File: config.mk
export PLATFORM = sky130hd
export DESIGN_NAME = pe_add_scheduler
export DESIGN_NICKNAME = d
export VERILOG_FILES = /design/src/rtl/pe_pkg.sv /design/src/rtl/pe_add_scheduler_rr_arbiter.sv /design/src/rtl/pe_add_scheduler.sv
export SDC_FILE = /design/constraint.sdc
export NUM_CORES = 1
export LEC_CHECK = 0
export ABC_CLOCK_PERIOD_IN_PS = 4400
export BUFFER_PORTS_ARGS = -buffer_cell sky130_fd_sc_hd__buf_4
export CAP_MARGIN = 20
export CORE_MARGIN = 4
export CORE_UTILIZATION = 30
export DETAILED_ROUTE_END_ITERATION = 8
export HOLD_SLACK_MARGIN = 0.06
export SKIP_LAST_GASP = 1
export SYNTH_ARGS = -nofsm -noshare
export SYNTH_HDL_FRONTEND = slang
export SYNTH_HIERARCHICAL = 1
export SYNTH_SLANG_ARGS = --single-unit
export TNS_END_PERCENT = 20
File: constraint.sdc
create_clock -name clk -period 4.4 [get_ports clk]
set_input_delay 0.66 -clock clk [delete_from_list [all_inputs] [get_ports clk]]
set_output_delay 0.66 -clock clk [all_outputs]
set_load 0.02 [all_outputs]
File: src/rtl/pe_pkg.sv
// Shared types and constants for the PE adder scheduler.
// State encoding, PE datapath width default and completed-op counter helpers.
package pe_pkg;

    localparam int PE_DATA_W = 8;
    localparam int OPCNT_W   = 16;

    typedef enum logic [2:0] {
        CLEAR,
        IDLE,
        ISSUE,
        CAPTURE,
        RESP
    } state_e;

    // Counter sticks at all-ones instead of wrapping back to zero.
    function automatic logic [OPCNT_W-1:0] sat_inc(input logic [OPCNT_W-1:0] val);
        return (val == {OPCNT_W{1'b1}}) ? val : val + OPCNT_W'(1);
    endfunction

endpackage

File: src/rtl/pe_add_scheduler_rr_arbiter.sv
// Combinational round-robin arbiter: picks the first asserted request at or
// after ptr, wrapping from NUM_REQ-1 back to 0, and reports one-hot grant plus index.
module rr_arbiter #(
    parameter int NUM_REQ = 4,
    parameter int ID_W    = $clog2(NUM_REQ)
) (
    input  logic [NUM_REQ-1:0] req,
    input  logic [ID_W-1:0]    ptr,
    output logic [NUM_REQ-1:0] grant,
    output logic [ID_W-1:0]    grant_idx,
    output logic               grant_valid
);

    always_comb begin
        int          pos;
        logic [ID_W-1:0] pos_w;
        grant       = '0;
        grant_idx   = '0;
        grant_valid = 1'b0;
        pos         = 0;
        pos_w       = '0;
        for (int k = 0; k < NUM_REQ; k++) begin
            pos = int'(ptr) + k;
            if (pos >= NUM_REQ) begin
                pos = pos - NUM_REQ;
            end
            pos_w = ID_W'(pos);
            if (!grant_valid && req[pos_w]) begin
                grant[pos_w] = 1'b1;
                grant_idx    = pos_w;
                grant_valid  = 1'b1;
            end
        end
    end

endmodule

File: src/rtl/pe_add_scheduler.sv
// Time-shares one registered PE adder among NUM_REQ requesters: round-robin
// grant, operand capture, one-cycle issue, result capture and tagged response.
module pe_add_scheduler
    import pe_pkg::*;
#(
    parameter int NUM_REQ = 4,
    parameter int DATA_W  = PE_DATA_W,
    parameter int ID_W    = $clog2(NUM_REQ)
) (
    input  logic                      clk,
    input  logic                      rst_n,
    input  logic [NUM_REQ-1:0]        req_valid,
    output logic [NUM_REQ-1:0]        req_ready,
    input  logic [NUM_REQ*DATA_W-1:0] req_a,
    input  logic [NUM_REQ*DATA_W-1:0] req_b,
    output logic                      pe_rst,
    output logic                      pe_en,
    output logic [DATA_W-1:0]         pe_a,
    output logic [DATA_W-1:0]         pe_b,
    input  logic [DATA_W-1:0]         pe_sum,
    output logic                      rsp_valid,
    input  logic                      rsp_ready,
    output logic [ID_W-1:0]           rsp_id,
    output logic [DATA_W-1:0]         rsp_data,
    output logic [OPCNT_W-1:0]        op_count
);

    state_e              state_q, state_d;
    logic [ID_W-1:0]     rr_ptr_q, rr_ptr_d;
    logic [ID_W-1:0]     gnt_q, gnt_d;
    logic [DATA_W-1:0]   a_q, a_d;
    logic [DATA_W-1:0]   b_q, b_d;
    logic [DATA_W-1:0]   rsp_data_q, rsp_data_d;
    logic [ID_W-1:0]     rsp_id_q, rsp_id_d;
    logic [OPCNT_W-1:0]  op_count_q, op_count_d;

    logic [NUM_REQ-1:0]  arb_grant;
    logic [ID_W-1:0]     arb_idx;
    logic                arb_valid;
    logic [DATA_W-1:0]   a_arr [NUM_REQ];
    logic [DATA_W-1:0]   b_arr [NUM_REQ];

    rr_arbiter #(
        .NUM_REQ (NUM_REQ),
        .ID_W    (ID_W)
    ) u_arb (
        .req         (req_valid),
        .ptr         (rr_ptr_q),
        .grant       (arb_grant),
        .grant_idx   (arb_idx),
        .grant_valid (arb_valid)
    );

    always_comb begin
        for (int i = 0; i < NUM_REQ; i++) begin
            a_arr[i] = req_a[i*DATA_W +: DATA_W];
            b_arr[i] = req_b[i*DATA_W +: DATA_W];
        end
    end

    always_comb begin
        state_d    = state_q;
        rr_ptr_d   = rr_ptr_q;
        gnt_d      = gnt_q;
        a_d        = a_q;
        b_d        = b_q;
        rsp_data_d = rsp_data_q;
        rsp_id_d   = rsp_id_q;
        op_count_d = op_count_q;
        req_ready  = '0;
        pe_rst     = 1'b0;
        pe_en      = 1'b0;
        rsp_valid  = 1'b0;
        case (state_q)
            // Gated by rst_n so the PE clear stays low while reset is held.
            CLEAR: begin
                pe_rst  = rst_n;
                state_d = IDLE;
            end
            IDLE: begin
                if (arb_valid) begin
                    req_ready = arb_grant;
                    a_d       = a_arr[arb_idx];
                    b_d       = b_arr[arb_idx];
                    gnt_d     = arb_idx;
                    state_d   = ISSUE;
                end
            end
            ISSUE: begin
                pe_en   = 1'b1;
                state_d = CAPTURE;
            end
            CAPTURE: begin
                rsp_data_d = pe_sum;
                rsp_id_d   = gnt_q;
                state_d    = RESP;
            end
            RESP: begin
                rsp_valid = 1'b1;
                if (rsp_ready) begin
                    rr_ptr_d   = (gnt_q == ID_W'(NUM_REQ - 1)) ? '0 : gnt_q + ID_W'(1);
                    op_count_d = sat_inc(op_count_q);
                    state_d    = IDLE;
                end
            end
            default: state_d = CLEAR;
        endcase
    end

    always_ff @(posedge clk or negedge rst_n) begin
        if (!rst_n) begin
            state_q    <= CLEAR;
            rr_ptr_q   <= '0;
            gnt_q      <= '0;
            a_q        <= '0;
            b_q        <= '0;
            rsp_data_q <= '0;
            rsp_id_q   <= '0;
            op_count_q <= '0;
        end else begin
            state_q    <= state_d;
            rr_ptr_q   <= rr_ptr_d;
            gnt_q      <= gnt_d;
            a_q        <= a_d;
            b_q        <= b_d;
            rsp_data_q <= rsp_data_d;
            rsp_id_q   <= rsp_id_d;
            op_count_q <= op_count_d;
        end
    end

    // PE operands are the captured registers, so they hold between issues.
    assign pe_a     = a_q;
    assign pe_b     = b_q;
    assign rsp_data = rsp_data_q;
    assign rsp_id   = rsp_id_q;
    assign op_count = op_count_q;

endmodule

======== Word level (Yosys, flattened, before mapping) ========
Cells that the tools add are included.
cells by class
  divide/modulo/power cells ............... 0
  $lt $le $gt $ge ......................... 13
  reduce and logical (&&, ||, !) cells .... 15
  $add $sub $neg .......................... 9
  multiply operators ...................... 0
  mux-type cells .......................... 47
  eq/ne operators ......................... 8
  bitwise gates (word level) .............. 5
  shifts and indexed selects .............. 0
operators with widths
  kind                                                                    count
  8-bit binary-select mux with 2-bit select                               2
  8-bit 2-to-1 mux                                                        4
  4-bit 2-to-1 mux                                                        6
  2-bit 2-to-1 mux                                                        9
  16-bit by 1-bit adder with 16-bit output (second input constant)        1
  16-bit == test (second input constant)                                  1
  1-bit 2-to-1 mux                                                        15
  3-bit one-hot mux with 5 select lines                                   1
  3-bit >= comparator (second input constant)                             4
  2-bit by 3-bit < comparator with 1-bit output (second input constant)   4
  4-bit OR                                                                3
  1-bit binary-select mux with 2-bit select                               4
  1-bit demux with 2-bit select                                           4
  2-bit by 1-bit >= comparator with 1-bit output (second input constant)  4
  2-bit by 1-bit subtractor with 2-bit output (second input constant)     4
  1-bit logical AND                                                       7
  2-bit by 2-bit adder with 3-bit output (second input constant)          2
  3-bit by 2-bit == test with 1-bit output (second input constant)        2
  3-bit 2-to-1 mux                                                        2
  2-bit AND reduction                                                     3
  2-bit inequality test (second input constant)                           2
  2-bit by 1-bit adder with 3-bit output (second input constant)          1
  3-bit by 1-bit == test with 1-bit output (second input constant)        1
  3-bit == test (second input constant)                                   1
  8 further kinds                                                         10
word-level totals
  RAM bits ................................ 0
  memories kept ........................... 0
  output and inout port bits .............. 49
  register bits after elaboration ......... 49
  latch bits .............................. 0
  memory bits (read-only) ................. 0
  input bits .............................. 79

======== Longest topological paths before layout ========
  depth in word-level cells ............... 18
  gate-level depth with buffers ........... 12
  mapped depth without buffers ............ 8

======== Cells and area by module ========
The synthesis kept the hierarchy.
by module, submodules not included
  module            times used  area each (sq um)  cells an instance  sequential area each (sq um)
  pe_add_scheduler  1           2,508.7            182                1,226.2
  rr_arbiter        1           421.7              45                 0.0

======== Worst setup path before layout ========
Ideal clock, no wire load.
  kind .................................... register to register
  start point ............................. register rr_ptr_q[0]
  end point ............................... register a_q[0] (netlist: pe_a[0])
  stages on the path, launching flop included .. 13
  setup slack ............................. 1.153 ns
  period minus slack after synthesis ...... 3.247 ns
  path buffers ............................ 4
  setup time .............................. 0.125 ns
  arrival ................................. 3.123 ns
  path through ............................ dfrtp_1 -> buf_6 -> inv_1 -> ha_1 -> mux4_2 -> buf_6 -> and2b_2 -> o21ai_0 -> o31ai_1 -> buf_2 -> buf_2 -> mux4_2 -> mux2_2
between the ends
  longest elaborated chain between the ends .. 18
  elaborated cells on any way between the ends .. 42
RTL lines
  what                                                                                             RTL line                           text
  start, declared                                                                                  pe_add_scheduler.sv:29             logic [ID_W-1:0] rr_ptr_q, rr_ptr_d;
  start signal, assigned                                                                           pe_add_scheduler.sv:122            rr_ptr_q <= rr_ptr_d;
  parallel branches: the longest is 13 deep, another holds 2-bit by 1-bit adder with 3-bit output  -
  2-bit 2-to-1 mux *                                                                               pe_add_scheduler_rr_arbiter.sv:28  if (!grant_valid && req[pos_w]) begin
  via arb_idx[0]                                                                                   pe_add_scheduler.sv:38             logic [ID_W-1:0] arb_idx;
  2-bit inverter with 3-bit output (not written as such) *                                         pe_add_scheduler.sv:83             a_d = a_arr[arb_idx];
  8-bit binary-select mux with 2-bit select *                                                      pe_add_scheduler.sv:83
  8-bit 2-to-1 mux (not written as such) * (2 in a row)                                            pe_add_scheduler.sv:83
  end signal, assigned                                                                             pe_add_scheduler.sv:115            a_q <= '0;
  end signal, assigned                                                                             pe_add_scheduler.sv:124            a_q <= a_d;
  end, declared                                                                                    pe_add_scheduler.sv:31             logic [DATA_W-1:0] a_q, a_d;
Mark *: on every way through the listed nets, which the timed path passes. The select of a mux whose other input is x is not followed.
A chain may end at the register's enable or synchronous reset.

======== Final worst setup path ========
  start point ............................. register rr_ptr_q[0]
  end point ............................... output req_ready[0]
between the ends
  longest elaborated chain between the ends .. 16
  elaborated cells on any way between the ends .. 62
RTL lines
  what                                                                                             RTL line                           text
  parallel branches: the longest is 13 deep, another holds 2-bit by 1-bit adder with 3-bit output  -
  1-bit 2-to-1 mux *                                                                               pe_add_scheduler_rr_arbiter.sv:28
  via arb_valid                                                                                    pe_add_scheduler.sv:39             logic arb_valid;
  4-bit 2-to-1 mux *                                                                               pe_add_scheduler.sv:81             if (arb_valid) begin
  4-bit 2-to-1 mux *                                                                               pe_add_scheduler.sv:74             case (state_q)
  end, declared                                                                                    pe_add_scheduler.sv:13             output logic [NUM_REQ-1:0] req_ready,
Marked as above.

==> qor.csv <==
metric;value;unit
area leader, netlist;dfrtp_1;
total CTS buffers;5;
Detail Placement HPWL;5610;µm
Rel. slew slack;41.4;%
Synth top area share;41.8;%
Ys Warns;6;
final global-route overflow total;0;
pin count of the biggest net entering global routing;51;
CTS tree;done;
Die Y;107;µm
CP required;3.74;ns
Placement Rows;35;
Buffers on Ports;127;
arrival time at the worst endpoint;3.20;ns
initial antenna violation count;0;
Root Buffer;clkbuf_8;
Setup crit start kind;register;
Residual DRC;0;
Post-CTS Setup Bufs;0;
Final setup viols;0;
ordered cell list for the critical path;inv_1 > ha_1 > mux4_2 > nor3_1 > nand2b_1 > nand3b_1 > nor2_2 > buf_4 > and2_1 > buf_4;
gpl congestion;0.793;
remaining antenna violation count;0;
RSZ-0062 raised after global routing;false;
Total Routed Length;7410;µm
Period Utilization, post-route;87.8;%
leakage power figure;1.92;nW
Top FF cell, synth;dfrtp_1;
Tot GR Track Use;12.9;%
Worst Path Class, Setup;reg2out;
Hold Vio Cnt, Final;0;
crit-path max FO;22;
Final Worst Setup Slack;0.537;ns
die width;107;µm
crit-path max cell delay;0.72;ns
pwr dens;677;mW/mm²
DIE AREA;0.0114;mm²
Wirelength per Cell;15.4;µm
top post-synthesis cells by area;dfrtp_1 (42%), mux4_2 (14%), mux2_2 (12%), xor2_1 (4.5%), ha_1 (3.0%);
core area;0.00937;mm²
Mapped Nets;313;
Syn Area/Cell;12.9;µm²
Max Cap Violations;0;
Post-synth EDFFs;0;
Vias;2326;
Longest Clk Path Bufs;2;
post-synthesis sequential area ratio;41.8;%
first-pass GRT wire length;12000;µm
DRT iter0 DRCs;50;
H-tree levels;2;
Peak VDD IR;0.275;mV
slowest cell on the critical path;dfrtp_1;
Post-Syn Instances;227;
minimum clock period;3.86;ns
Clock Latency Late Sink;0.31;ns
most frequent CP cell;buf_4;
synthesized area;0.00293;mm²
First-pass DRT Iterations;4;
Final Max Slew Viols;0;
Async SR Flop Fraction;100;%
Synth-to-Final Area Change;39.8;%
total negative slack;0;ns
vias in the first global route;2399;
share of layout cells above drive strength 1;55.6;%
Worst Max-Slew Pin Slew;0.878;ns
# IOs;128;
post-route cell area;0.00410;mm²
nets;436;
dpl ws;0.769;ns
Hold Path Class;in2async;
Post-Route Skew;0.0120;ns
Initial Util;31.3;%
status;complete, no violations;
Post-Place Cell Area;0.00400;mm²
post-synth cell types;38;
CTS Hold Bufs;0;
Antenna diodes;0;
clk slew on worst S/H paths;0.11;ns
Yosys reg bits;49;
post_cts resized;0;
crit end category;output pin;
Clock Sinks;49;
vias per std cell;4.85;
Max Freq;0.259;GHz
metal layers:
| layer | track usage [%] | routed length (µm) | vias up |
|---|---|---|---|
| li1 | - | - | 1106 |
| met1 | 16.4 | 3070 | 1137 |
| met2 | 22.3 | 3850 | 74 |
| met3 | 2.41 | 375 | 9 |
| met4 | 3.84 | 108 | 0 |
| met5 | 0 | 0 | - |
cell usage after synthesis (2+ instances only):
| cell type | count |
|---|---|
| dfrtp_1 | 49 |
| mux2_2 | 31 |
| mux4_2 | 18 |
| xor2_1 | 15 |
| nand2_1 | 9 |
| nor2_1 | 9 |
| a22oi_1 | 8 |
| ha_1 | 7 |
| nor3_1 | 7 |
| buf_2 | 6 |
| nand4_1 | 6 |
| nor4_1 | 6 |
| o21ai_0 | 6 |
| clkbuf_1 | 5 |
| inv_1 | 5 |
| and2_1 | 4 |
| nand3_1 | 4 |
| buf_6 | 3 |
| a21oi_1 | 2 |
| and3_1 | 2 |
| mux2i_1 | 2 |
| mux4_1 | 2 |
| nand2b_1 | 2 |
| nand3b_1 | 2 |
| nor3b_1 | 2 |
| nor4b_4 | 2 |
| o31ai_1 | 2 |
cells by family after synthesis:
kind of cell    count (synthesis)  share of synthesized area [%]
simple gates                   62                           14.0
flops                          49                           41.8
fa+ha+maj                       7                           2.99
buf+inv                        19                           3.46
mux                            53                           28.2
compound gates                 22                           5.04
xor+xnor                       15                           4.48
through the flow:
stage | hold slack (ns) | instances | util (%) | total power [mW]
after CTS | 0.389 | 480 | 43.7 | 2.82
after global routing | 0.403 | 480 | 43.7 | 2.98
after detailed placement | 0.493 | 472 | 42.7 | 2.53
final | 0.358 | 480 | 43.7 | 2.77
after global placement | 0.490 | 472 | 42.7 | 2.49
after floorplan | 0.364 | 227 | - | 2.02
cells in the final DEF, fill, tap and decap left out, types with 2 or more instances in the layout:
cell type,count
nor3_1,7
nand4_1,6
and2_1,4
inv_1,5
buf_4,130
xor2_1,15
nor3b_1,2
mux2i_1,2
nor2_1,8
ha_1,7
mux4_1,2
o21ai_0,6
mux4_2,18
mux2_2,31
nand3_1,4
clkbuf_8,5
inv_6,2
dfrtp_1,49
nor4_1,6
nand2b_1,2
a22oi_1,8
and3_1,2
nor4b_4,2
nand2_1,9
a21oi_1,2
nand3b_1,2
worst max-delay path: cells and delay by family (launching register included):
family | cells | cell delay (ns)
simple gates | 5 | 0.81
flops | 1 | 0.72
buf+inv | 3 | 0.54
mux | 1 | 0.43
fa+ha+maj | 1 | 0.39
layout make-up:
cell class                 instances  area, µm²
clock buffer                       5       68.8
clock inverter                     3       25.0
fill                             902       5280
inverter                           5       18.8
multi-input combinational        159       1620
sequential                        49       1230
tap                              129        161
timing repair buffer             130        976
state kept, by name, summed over array words and instances (netlist names):
name	cells
op_count	16
gnt_q	2
rr_ptr_q	2
rsp_data	8
pe_b	8
pe_a	8
rsp_id	2
state_q	3
where the power goes:
group	switching (mW)	internal, mW
Combinational	0.789	0.914
Sequential	0.156	0.624
Clock	0.172	0.116
Total	1.12	1.66
final timing paths:
kind	endpoint	start	slack, ns	depth (start not counted)
setup / recovery	req_ready[0]	rr_ptr_q[0]$_DFFE_PN0P_	0.54	10
hold / removal	rsp_data[0]$_DFFE_PN0N_	rst_n	0.36	1
setup reg to reg	pe_a[3]$_DFFE_PN0P_	rr_ptr_q[0]$_DFFE_PN0P_	0.78	8
hold reg to reg	op_count[15]$_DFFE_PN0P_	op_count[15]$_DFFE_PN0P_	0.51	1
max in group asynchronous	pe_b[7]$_DFFE_PN0P_	rst_n	3.60	1
min in group clk	op_count[15]$_DFFE_PN0P_	op_count[15]$_DFFE_PN0P_	0.51	1
(Power assumes the default switching activity.)
